**config.mk**
```make
export PLATFORM = sky130hd
export DESIGN_NAME = rcon_round_ctrl_flat
export DESIGN_NICKNAME = d
export VERILOG_FILES = /design/src/rtl/rcon_round_ctrl_if.sv /design/src/rtl/rcon_round_ctrl.sv /design/src/flat_wrapper.sv
export SDC_FILE = /design/constraint.sdc
export NUM_CORES = 1
export LEC_CHECK = 0
export BUFFER_PORTS_ARGS = -buffer_cell sky130_fd_sc_hd__buf_4
export CORE_UTILIZATION = 50
export DETAILED_ROUTE_END_ITERATION = 10
export HOLD_SLACK_MARGIN = 0.1
export PLACE_DENSITY = 0.79
export SETUP_SLACK_MARGIN = 0.15
export SKIP_LAST_GASP = 1
export SLEW_MARGIN = 0
export SYNTH_ARGS = -nofsm -noshare
export SYNTH_HDL_FRONTEND = slang
export SYNTH_SLANG_ARGS = --single-unit
```
**constraint.sdc**
```tcl
create_clock -name clk -period 2.2 [get_ports clk]
set_input_delay 0.33 -clock clk [delete_from_list [all_inputs] [get_ports clk]]
set_output_delay 0.33 -clock clk [all_outputs]
set_load 0.02 [all_outputs]
```
**src/rtl/rcon_round_ctrl_if.sv**
```systemverilog
// Handshake and memory-port bundle between the RCON sequencer, the RCON memory
// and the key-expansion datapath.
interface rcon_if #(
   parameter int ADDR_W = 8,
   parameter int DATA_W = 8
);
   logic              start;
   logic              rcon_ready;
   logic [DATA_W-1:0] mem_out;
   logic [DATA_W-1:0] mem_in;
   logic              mem_wr_en;
   logic              mem_rd_en;
   logic [ADDR_W-1:0] mem_addr;
   logic [DATA_W-1:0] rcon;
   logic              rcon_valid;
   logic [3:0]        round;
   logic              init_done;
   logic              busy;
   logic              done;

   modport master (
      input  start, rcon_ready, mem_out,
      output mem_in, mem_wr_en, mem_rd_en, mem_addr,
             rcon, rcon_valid, round, init_done, busy, done
   );

   modport slave (
      output start, rcon_ready, mem_out,
      input  mem_in, mem_wr_en, mem_rd_en, mem_addr,
             rcon, rcon_valid, round, init_done, busy, done
   );
endinterface

```
**src/rtl/rcon_round_ctrl.sv**
```systemverilog
// AES-128 RCON sequencer: fills the round-constant memory after reset, then
// streams one constant per round to the key-expansion datapath on start.
module rcon_round_ctrl #(
   parameter int NUM_ROUNDS = 10,
   parameter int ADDR_W     = 8,
   parameter int DATA_W     = 8
) (
   input  logic   clk,
   input  logic   rst,
   rcon_if.master bus
);
   localparam int CNT_W = 5;

   typedef enum logic [2:0] {
      S_INIT, S_INIT_END, S_IDLE, S_RD, S_WAIT, S_HOLD
   } state_t;

   state_t            r_state;
   logic [CNT_W-1:0]  r_cnt;
   logic [7:0]        r_g;
   logic [DATA_W-1:0] r_mem_in;
   logic              r_wr_en;
   logic              r_rd_en;
   logic [ADDR_W-1:0] r_addr;
   logic [DATA_W-1:0] r_rcon;
   logic              r_valid;
   logic [CNT_W-1:0]  r_round;
   logic              r_init_done;
   logic              r_busy;
   logic              r_done;

   function automatic logic [7:0] xtime(input logic [7:0] g);
      return {g[6:0], 1'b0} ^ (g[7] ? 8'h1b : 8'h00);
   endfunction

   always_ff @(posedge clk or posedge rst) begin
      if (rst) begin
         r_state     <= S_INIT;
         r_cnt       <= '0;
         r_g         <= 8'h01;
         r_mem_in    <= '0;
         r_wr_en     <= 1'b0;
         r_rd_en     <= 1'b0;
         r_addr      <= '0;
         r_rcon      <= '0;
         r_valid     <= 1'b0;
         r_round     <= '0;
         r_init_done <= 1'b0;
         r_busy      <= 1'b0;
         r_done      <= 1'b0;
      end else begin
         r_done <= 1'b0;
         case (r_state)
            S_INIT: begin
               r_wr_en  <= 1'b1;
               r_addr   <= ADDR_W'(r_cnt);
               r_mem_in <= DATA_W'(r_g);
               r_cnt    <= r_cnt + 1'b1;
               r_g      <= xtime(r_g);
               if (r_cnt == CNT_W'(NUM_ROUNDS - 1)) r_state <= S_INIT_END;
            end
            S_INIT_END: begin
               r_wr_en     <= 1'b0;
               r_init_done <= 1'b1;
               r_state     <= S_IDLE;
            end
            S_IDLE: begin
               if (bus.start) begin
                  r_rd_en <= 1'b1;
                  r_addr  <= '0;
                  r_busy  <= 1'b1;
                  r_round <= CNT_W'(1);
                  r_state <= S_RD;
               end
            end
            S_RD: begin
               r_rd_en <= 1'b0;
               r_state <= S_WAIT;
            end
            S_WAIT: begin
               r_rcon  <= bus.mem_out;
               r_valid <= 1'b1;
               r_state <= S_HOLD;
            end
            S_HOLD: begin
               if (bus.rcon_ready) begin
                  r_valid <= 1'b0;
                  if (r_round == CNT_W'(NUM_ROUNDS)) begin
                     r_done  <= 1'b1;
                     r_busy  <= 1'b0;
                     r_round <= '0;
                     r_state <= S_IDLE;
                  end else begin
                     // round is 1-based, so its current value is the next table index
                     r_round <= r_round + 1'b1;
                     r_rd_en <= 1'b1;
                     r_addr  <= ADDR_W'(r_round);
                     r_state <= S_RD;
                  end
               end
            end
            default: r_state <= S_INIT;
         endcase
      end
   end

   assign bus.mem_in     = r_mem_in;
   assign bus.mem_wr_en  = r_wr_en;
   assign bus.mem_rd_en  = r_rd_en;
   assign bus.mem_addr   = r_addr;
   assign bus.rcon       = r_rcon;
   assign bus.rcon_valid = r_valid;
   assign bus.round      = r_round[3:0];
   assign bus.init_done  = r_init_done;
   assign bus.busy       = r_busy;
   assign bus.done       = r_done;
endmodule
```
**src/flat_wrapper.sv**
```systemverilog
// flat-port wrapper written by rule: the top's interface ports become plain ports
module rcon_round_ctrl_flat 
#(
   parameter int NUM_ROUNDS = 10,
   parameter int ADDR_W     = 8,
   parameter int DATA_W     = 8
)
  (clk, rst, bus_start, bus_rcon_ready, bus_mem_out, bus_mem_in, bus_mem_wr_en, bus_mem_rd_en, bus_mem_addr, bus_rcon, bus_rcon_valid, bus_round, bus_init_done, bus_busy, bus_done);
  rcon_if #(.ADDR_W(ADDR_W), .DATA_W(DATA_W)) bus_i ();
  input  logic clk;
  input  logic rst;
  input wire logic [$bits(bus_i.start)-1:0] bus_start;
  input wire logic [$bits(bus_i.rcon_ready)-1:0] bus_rcon_ready;
  input wire logic [$bits(bus_i.mem_out)-1:0] bus_mem_out;
  output wire logic [$bits(bus_i.mem_in)-1:0] bus_mem_in;
  output wire logic [$bits(bus_i.mem_wr_en)-1:0] bus_mem_wr_en;
  output wire logic [$bits(bus_i.mem_rd_en)-1:0] bus_mem_rd_en;
  output wire logic [$bits(bus_i.mem_addr)-1:0] bus_mem_addr;
  output wire logic [$bits(bus_i.rcon)-1:0] bus_rcon;
  output wire logic [$bits(bus_i.rcon_valid)-1:0] bus_rcon_valid;
  output wire logic [$bits(bus_i.round)-1:0] bus_round;
  output wire logic [$bits(bus_i.init_done)-1:0] bus_init_done;
  output wire logic [$bits(bus_i.busy)-1:0] bus_busy;
  output wire logic [$bits(bus_i.done)-1:0] bus_done;
  assign bus_i.start = bus_start;
  assign bus_i.rcon_ready = bus_rcon_ready;
  assign bus_i.mem_out = bus_mem_out;
  assign bus_mem_in = bus_i.mem_in;
  assign bus_mem_wr_en = bus_i.mem_wr_en;
  assign bus_mem_rd_en = bus_i.mem_rd_en;
  assign bus_mem_addr = bus_i.mem_addr;
  assign bus_rcon = bus_i.rcon;
  assign bus_rcon_valid = bus_i.rcon_valid;
  assign bus_round = bus_i.round;
  assign bus_init_done = bus_i.init_done;
  assign bus_busy = bus_i.busy;
  assign bus_done = bus_i.done;
  rcon_round_ctrl #(.NUM_ROUNDS(NUM_ROUNDS), .ADDR_W(ADDR_W), .DATA_W(DATA_W)) u_core (.clk(clk), .rst(rst), .bus(bus_i));
endmodule
```
==> run summary, run 1 <==
outcome - completed
share of cells above drive strength 1 - 0.354
post-detail-place hpwl - 2.70 mm
EDFF count, synth - 0
dpl cells - 268
GP Congestion - 0.887
Core Util, Final - 0.622
clock-pin slew of the registers on the worst-case setup and hold paths - 0.09 ns
WL final - 3.73 mm
H-Tree Depth - 2
Port Buffers - 42
Max Clock Skew - 0.00665 ns
Post-Syn Area - 2140 µm²
Tcrit/Tclk final - 0.818
total clock buffers created by CTS - 5
Routed Antenna Nets - 0
Worst-Margin Slew - 0.612 ns
clk sinks - 44
die area - 4540 µm²
DRC viols - 0
Area Overhead vs Synth - 18.0%
CP Capture Type - flip-flop
initial antenna violation count - 0
initial core utilization - 0.527
core area - 4060 µm²
fmax - 555 MHz
largest net degree at the start of global routing - 45
n_diodes - 0
Via density - 5.45
setup repair bufs after CTS - 0
DR iter-0 viols - 114
first-pass GRT wire length - 6.49 mm
Required @ worst endpoint - 2.39 ns
Avg Cell Area, Syn - 11.3 µm²
overall power - 3.82 mW
Final Hold Fails - 0
Hold Buf Count CTS - 0
Congestion Overflow GR - 0
number of global-route vias before repair - 1497
ys async rst share - 1.00
max-slew violations - 0
part of the Yosys area used for sequential elements - 0.516
#FFs+latches synth - 44
die height - 67.4 µm
worst rel slew slack - 0.591
Hold/Removal Path Class - primary input to asynchronous set/reset pin
Setup Total Neg Slack - 0 ns
fin crit period - 1.80 ns
Most used DFF post-synth - dfrtp_1
Clock Latency Late Sink - 0.30 ns
Final Instance Count excl. Fillers - 276
num ports - 46
Critical Path Source Type - flip-flop
MaxCap Viol Count - 0
TritonCTS clock tree - done
Nets - 241
critical path type - flip-flop to flip-flop
GRT Total Usage - 0.193
YS warnings - 0
Rows - 23
1st-pass router iterations - 4
Syn Inst Count - 190
clk root buf - clkbuf_8
Clock Tree Buf Depth - 2
Setup-failing EPs final - 0
CP max FO - 5
post-CTS sizing - 0
DR WL/cell - 13.5 µm
Die X - 67.4 µm
Pleak - 1.15 nW
Max IR drop VDD - 0.920 mV
RSZ-0062 raised after global routing - false
via count - 1505
Netlist cell types - 40
Power Density - 1510 nW/µm²
Arr. time, crit path - 1.99 ns
through the flow:
stage / hold WS (ns) / instance area, µm² / setup slack [ns]
after detailed placement: 0.448 / 2430 / 0.396
after floorplan: 0.465 / 2150 / 0.547
after global placement: 0.441 / 2430 / 0.486
after global routing: 0.201 / 2520 / 0.269
after CTS: 0.166 / 2520 / 0.386
final: 0.152 / 2520 / 0.399
Yosys cell counts (2+ instances only):
cell	n	area, µm²
a21o_1	2	15.0
a21oi_1	10	50.1
a311oi_1	5	43.8
buf_2	5	25.0
buf_4	11	82.6
clkbuf_1	3	11.3
dfrtp_1	43	1080
ha_1	4	50.1
inv_1	9	33.8
mux2_2	15	169
mux2_4	5	75.1
nand2_1	9	33.8
nand2b_1	3	18.8
nand3_1	3	15.0
nand3b_1	2	15.0
nand4_1	2	12.5
nor2_1	16	60.1
nor2b_1	3	18.8
nor3_1	2	10.0
o21ai_0	11	55.1
o31ai_1	2	15.0
xnor2_1	7	61.3
per-layer routing:
layer,global-route usage,wire [µm]
met5,0,0
met3,0.0490,217
met2,0.320,1810
met1,0.235,1640
met4,0.0878,71
worst paths after layout:
kind	start	to	slack [ns]	depth (start not counted)
worst min-delay path	rst	u_core.bus.mem_in[4]	0.15	3
worst max register to register	u_core.r_round[0]	u_core.bus.mem_addr[0]	0.40	6
worst min register to register	u_core.bus.init_done	u_core.bus.init_done	0.47	1
worst max-delay path	u_core.r_round[0]	u_core.bus.mem_addr[0]	0.40	6
min in group clk	bus_mem_out[5]	u_core.bus.rcon[5]	0.26	2
max in group asynchronous	rst	u_core.r_g[0]	1.68	3
cell usage in the layout, fill, tap and decap left out, drive strengths merged, types with 2 or more instances in the layout:
cell	synthesis	layout
conb	1	3
nor3	3	3
inv	9	8
nand2	9	9
a21oi	10	10
ha	4	4
o31ai	3	3
nand2b	3	3
nand3	3	3
nor2	17	17
o21ai	11	11
mux2	20	20
a311oi	5	5
buf	17	46
clkbuf	3	5
nand3b	2	2
nor2b	3	3
clkinvlp	0	2
a21o	2	2
clkinv	0	2
nand4	2	2
dfrtp	43	43
xnor2	7	7
logic make-up (layout without fill, tap and decap cells):
| family | Yosys count | after routing | share of synthesized area |
|---|---|---|---|
| xor+xnor | 8 | 8 | 0.0328 |
| other cells | 1 | 3 | 0.00175 |
| flops | 44 | 44 | 0.516 |
| simple gates | 50 | 50 | 0.135 |
| mux | 20 | 20 | 0.114 |
| buf+inv | 29 | 63 | 0.0731 |
| fa+ha+maj | 4 | 4 | 0.0234 |
| compound gates | 34 | 34 | 0.104 |
power by group:
group	internal (mW)	switching (mW)	total, mW
registers	1.16	0.332	1.49
logic	0.932	0.894	1.83
clock network	0.225	0.280	0.504
total	2.31	1.51	3.82
registers in the layout, indices dropped and copies added (netlist names):
signal,flops
u_core.bus.mem_addr,5
u_core.bus.mem_rd_en,1
u_core.r_round,5
u_core.bus.init_done,1
u_core.r_cnt,5
u_core.r_g,4
u_core.bus.rcon_valid,1
u_core.bus.rcon,8
u_core.r_state,3
u_core.bus.mem_in,8
u_core.bus.mem_wr_en,1
u_core.bus.done,1
u_core.bus.busy,1
worst max-delay path, cell delays in order (launching register included):
cell and delay [ns]:
dfrtp_1 0.43, inv_1 0.10, ha_1 0.19, and4bb_2 0.27, nand4b_4 0.21, o31ai_4 0.15
mux2_4 0.33
final cells by class:
class,count,area (µm²)
inverter,9,33.8
fill,342,1530
timing repair buffer,46,345
multi-input combinational,119,887
clock buffer,5,68.8
sequential,44,1100
tap,50,62.6
clock inverter,3,23.8
No activity file was read; power rests on OpenSTA's default activity.
==> run 2, diff against run 1 <==
- CORE_UTILIZATION: 50 -> 48
- PLACE_DENSITY: 0.79 -> 0.8
- clock period: 2.2 -> 1.6 ns (I/O delays scaled with it)
==> run 2 against run 1 <==
Net effect:
- clock skew increased by 0.0026 ns
- total power increased by 51%
- sequential share of layout area decreased by 4.0 points
- critical path depth decreased by 1
- combinational power increased by 63%
- worst hold slack improved by 0.0093 ns
- register-to-register slack got worse by 0.37 ns
- routed wire length increased by 8.7%
- die area increased by 4.0%
- cell area increased by 10%
- largest power group unchanged
==> run summary, run 2 (synthesis results as in run 1) <==
critical path type - flip-flop to flip-flop
max-slew violations - 0 (unchanged)
Die X - 68.7 µm (+2.0%)
WL final - 4.06 mm (+8.7%)
Port Buffers - 42 (unchanged)
Area Overhead vs Synth - 30.3%
DR WL/cell - 13.7 µm (+1.4%)
fin crit period - 1.58 ns (-0.225 ns)
Post-Place Cell Area - 2570 µm² (+5.7%)
CP max FO - 5 (unchanged)
DRC viols - 0 (unchanged)
fmax - 635 MHz (+14%)
die area - 4730 µm² (+4.0%)
via count - 1572 (+4.5%)
commonest non-fill, non-tap cells in the layout - 60 x buf_4, 40 x dfrtp_1, 15 x nor2_1
critical path, cell by cell - ha_2, and4bb_2, nand4b_4, o31ai_4, mux2_4
GP Congestion - 0.858 (-3.3%)
cell-internal power - 3.55 mW (+53%)
num ports - 46 (unchanged)
die height - 68.7 µm (+2.0%)
RSZ-0062 raised after global routing - true
initial core utilization - 0.516 (-0.0110)
Gate power share - 0.519 (+0.041)
H-Tree Depth - 2 (unchanged)
number of global-route vias before repair - 1509 (+0.80%)
total clock buffers created by CTS - 5 (unchanged)
Critical Path Source Type - flip-flop
Final Hold Fails - 0 (unchanged)
clock-pin slew of the registers on the worst-case setup and hold paths - 0.09 ns (about the same)
clk root buf - clkbuf_8
Place WS - 0.0263 ns (-0.369 ns)
Congestion Overflow GR - 0 (unchanged)
setup ws final - 0.0248 ns (-0.375 ns)
Pleak - 1.29 nW (+12%)
Clock Power Share - 0.129 (-0.003)
Via density - 5.31 (-2.6%)
Slowest cell on crit path - dfrtp_1
Rows - 23 (unchanged)
core area - 4140 µm² (+2.1%)
TritonCTS clock tree - done
R2R Path Start - u_core.r_round[1]
first-pass GRT wire length - 6.59 mm (+1.6%)
Setup crit start - u_core.r_round[1]
initial antenna violation count - 0 (unchanged)
CP top delay family - simple AND/OR/NAND/NOR gates
DR iter-0 viols - 91 (-20%)
Clock Latency Late Sink - 0.31 ns (about the same)
GRT Total Usage - 0.195 (+0.00160)
n_diodes - 0 (unchanged)
Tcrit/Tclk final - 0.985 (+0.166)
Routed Antenna Nets - 0 (unchanged)
worst reg-to-reg setup slack - 0.02 ns (-0.37 ns)
fin area - 2790 µm² (+10%)
Arr. time, crit path - 1.77 ns (-0.22 ns)
Max Clock Skew - 0.00923 ns (+0.00258 ns)
CP Capture Type - flip-flop
Required @ worst endpoint - 1.80 ns (-0.59 ns)
Setup-failing EPs final - 0 (unchanged)
Worst Path Buf+Inv - 0 (-1)
switch share - 0.383 (-0.0110)
Nets - 261 (+8.3%)
post-detail-place hpwl - 2.78 mm (+3.0%)
Clock Tree Buf Depth - 2 (unchanged)
1st-pass router iterations - 4 (unchanged)
Hold/Removal Path Class - primary input to flip-flop
largest net degree at the start of global routing - 45 (unchanged)
Setup Total Neg Slack - 0 ns (unchanged)
Power Density - 2060 nW/µm² (+36%)
Max IR drop VDD - 1.43 mV (+55%)
Flop pwr share - 0.352 (-0.038)
min-delay src - bus_mem_out[2]
clk sinks - 44 (unchanged)
Net Switching - 2.20 mW (+46%)
most common cell after layout, fill and taps aside - buf_4
share of cells above drive strength 1 - 0.439 (+0.0850)
critical path's largest stage delay - 0.40 ns (-0.03 ns)
outcome - completed
MaxCap Viol Count - 0 (unchanged)
run 2: cell count changes in the layout (fill, tap and decap cells not counted), sizes merged:
cell,change
dlygate4sd3,+1
inv,+2
clkinvlp,-1
buf,+19
clkinv,-1
run 2: power by group through the flow:
| stage | clock network (mW) | logic, mW | registers, mW |
|---|---|---|---|
| after floorplan | 0 | 1.71 | 2.20 |
| after detailed placement | 0 | 2.79 | 2.02 |
| after global placement | 0 | 2.72 | 2.01 |
| final | 0.740 | 2.99 | 2.02 |
| after CTS | 0.758 | 2.88 | 2.01 |
| after global routing | 0.794 | 3.26 | 2.10 |
run 2: final cells by class:
type / instances / area (µm²)
Fill cell: 333 / 1360
Sequential cell: 44 / 1110
Multi-Input combinational cell: 119 / 947
Timing Repair Buffer: 66 / 543
Clock buffer: 5 / 68.8
Tap cell: 50 / 62.6
Inverter: 9 / 33.8
Clock inverter: 3 / 25.0
run 2: what timing repair did:
action	4_1_cts	5_1_grt
hold buffers	1	0
gates resized for setup	4	15
setup buffers	4	1
setup endpoints to repair	26	30
cloned	1	0
pin swaps	1	1
hold endpoints to repair	43	0
run 2: metal layers:
metal  part of all wire  GRT usage  wire [µm]
met3              0.052     0.0609        210
met2               0.46      0.314       1880
met5                  0          0          0
met4              0.019     0.0893         76
met1               0.47      0.237       1890
run 2: final timing paths:
check / cells after the start / endpoint
max in group asynchronous: 4 / u_core.r_g[0]
max: 5 / u_core.bus.mem_addr[4]
min: 2 / u_core.bus.rcon[2]
min reg2reg: 1 / u_core.bus.init_done
max reg2reg: 5 / u_core.bus.mem_addr[4]
min in group asynchronous: 4 / u_core.bus.mem_in[5]
run 2: metrics by stage:
step | hold slack [ns] | power (mW) | utilization | cells
5_1_grt | 0.157 | 6.15 | 0.672 | 296
6_report | 0.162 | 5.75 | 0.672 | 296
3_3_place_gp | 0.301 | 4.73 | 0.620 | 281
3_5_place_dp | 0.309 | 4.81 | 0.620 | 281
4_1_cts | 0.154 | 5.64 | 0.656 | 295
2_1_floorplan | 0.392 | 3.91 | - | 192
==> run 3, diff against run 2 <==
- PLACE_DENSITY: 0.8 -> 0.78
- TNS_END_PERCENT: unset -> 30
==> run 3 against run 2 <==
Net effect:
- the run now ends with negative setup slack left
- first-iteration DRC count is 80% higher
- critical path depth is 1 higher
- sequential share of layout area is 1.3 points lower
- cell area is 3.2% higher
- utilization is 2.2 points higher
- worst setup slack worse by 0.030 ns
- sequential power hardly changed
- critical endpoint unchanged
- highest routed layer unchanged
==> run summary, run 3 (synthesis results as in run 1) <==
GP Congestion - 0.861 (+0.29%)
num ports - 46 (unchanged)
die area - 4730 µm² (unchanged)
Power Density - 2140 nW/µm² (+3.9%)
fin area - 2880 µm² (+3.2%)
failing checks - negative setup slack
DR iter-0 viols - 164 (+80%)
H-Tree Depth - 2 (unchanged)
Critical Path Source Type - flip-flop
Final Hold Fails - 0 (unchanged)
Congestion Overflow GR - 0 (unchanged)
Via density - 5.23 (-1.5%)
setup ws final - -0.00518 ns (-0.0300 ns)
Max IR drop VDD - 1.27 mV (-11%)
fmax - 623 MHz (-1.9%)
multi-input logic area - 925 µm² (-2.4%)
Rows - 23 (unchanged)
Clock Latency Late Sink - 0.30 ns (about the same)
commonest non-fill, non-tap cells in the layout - 67 x buf_4, 41 x dfrtp_1, 16 x nor2_1
MaxCap Viol Count - 0 (unchanged)
Port Buffers - 42 (unchanged)
1st-pass router iterations - 4 (unchanged)
Final Instance Count excl. Fillers - 304 (+2.7%)
DRC viols - 0 (unchanged)
max-slew violations - 0 (unchanged)
CP max FO - 5 (unchanged)
clk root buf - clkbuf_8
Tcrit/Tclk final - 1.00 (+0.0187)
die height - 68.7 µm (unchanged)
total clock buffers created by CTS - 5 (unchanged)
Setup-failing EPs final - 5 (+5)
Arr. time, crit path - 1.79 ns (+0.02 ns)
post-detail-place hpwl - 2.76 mm (-0.68%)
initial antenna violation count - 0 (unchanged)
Post-Place Cell Area - 2580 µm² (+0.39%)
Routed Antenna Nets - 0 (unchanged)
Clock Tree Buf Depth - 2 (unchanged)
n_diodes - 0 (unchanged)
clock-pin slew of the registers on the worst-case setup and hold paths - 0.09 ns (about the same)
GRT Total Usage - 0.197 (+0.00280)
RSZ-0062 raised after global routing - true
dpl cells - 284 (+1.1%)
fillcell total - 317 (-4.8%)
fin crit period - 1.61 ns (+0.0300 ns)
outcome - finished with violations
worst reg-to-reg setup slack - -0.005 ns (-0.03 ns)
CP Capture Type - flip-flop
critical path type - flip-flop to flip-flop
DR WL/cell - 14.0 µm (+2.2%)
largest net degree at the start of global routing - 45 (unchanged)
clk sinks - 44 (unchanged)
Area Overhead vs Synth - 34.5%
Register Area - 1100 µm² (-0.11%)
initial core utilization - 0.516 (unchanged)
Nets - 269 (+3.1%)
most common cell after layout, fill and taps aside - buf_4
Required @ worst endpoint - 1.79 ns (about the same)
TritonCTS clock tree - done
share of cells above drive strength 1 - 0.445 (+0.00586)
Pleak - 1.35 nW (+4.3%)
first-pass GRT wire length - 6.69 mm (+1.5%)
Die X - 68.7 µm (unchanged)
number of global-route vias before repair - 1500 (-0.60%)
overall power - 6.17 mW (+7.2%)
WL final - 4.26 mm (+5.0%)
Hold/Removal Path Class - primary input to flip-flop
Max Clock Skew - 0.00901 ns (-0.000222 ns)
core area - 4140 µm² (unchanged)
via count - 1590 (+1.1%)
## run 3: stage by stage
stage / setup TNS [ns] / utilization / setup WS [ns] / hold slack, ns
floorplan: -0.119 / - / -0.0238 / 0.392
global placement: 0 / 0.622 / 0.0554 / 0.301
detailed placement: 0 / 0.622 / 0.00970 / 0.304
CTS: 0 / 0.674 / 0.00603 / 0.166
global route: -0.292 / 0.694 / -0.0536 / 0.164
finish: -0.0202 / 0.694 / -0.00518 / 0.169
## run 3: worst paths after layout
| path | cells past startpoint | end | start |
|---|---|---|---|
| setup / recovery | 6 | u_core.bus.mem_addr[4] | u_core.r_round[0] |
| hold / removal | 2 | u_core.bus.rcon[7] | bus_mem_out[7] |
| setup reg to reg | 6 | u_core.bus.mem_addr[4] | u_core.r_round[0] |
| hold reg to reg | 1 | u_core.bus.init_done | u_core.bus.init_done |
| max in group asynchronous | 4 | u_core.r_g[0] | rst |
| min in group asynchronous | 4 | u_core.bus.init_done | rst |
## run 3: final cells by class
type | instances | share of cell area
Multi-Input combinational cell | 119 | 0.321
Timing Repair Buffer | 74 | 0.206
Clock inverter | 3 | 0.0313
Tap cell | 50 | 0.0217
Inverter | 9 | 0.0117
Clock buffer | 5 | 0.0239
Sequential cell | 44 | 0.384
## run 3: where the power goes
group / leakage [nW] / total (mW) / internal, mW / switching (mW)
Combinational: 0.751 / 3.01 / 1.61 / 1.39
Sequential: 0.517 / 2.00 / 1.60 / 0.401
Clock: 0.0784 / 1.16 / 0.780 / 0.381
Total: 1.35 / 6.17 / 3.99 / 2.17
## run 3: repair_timing
item                                    CTS  global route
gates cloned                              0             1
gates resized for setup                   0            12
endpoints found under the hold margin    43             0
pin swaps                                 1             3
hold buffers                              1             0
buffers inserted                          6             4
endpoints found under the setup margin   23            32
## run 3: routing by layer
layer  global-route usage  vias up  part of all wire
li1                     -      775                 -
met1                0.258      742              0.44
met4               0.0740        0             0.017
met2                0.309       64              0.48
met3               0.0592        9             0.062
met5                    0        -                 0
## run 3: critical path, stage by stage, from the launching register on
cell and delay [ns]:
dfrtp_1 0.37, inv_2 0.06, ha_4 0.15, and4bb_2 0.24, nand4b_4 0.20, o31ai_4 0.14, mux2_4 0.33
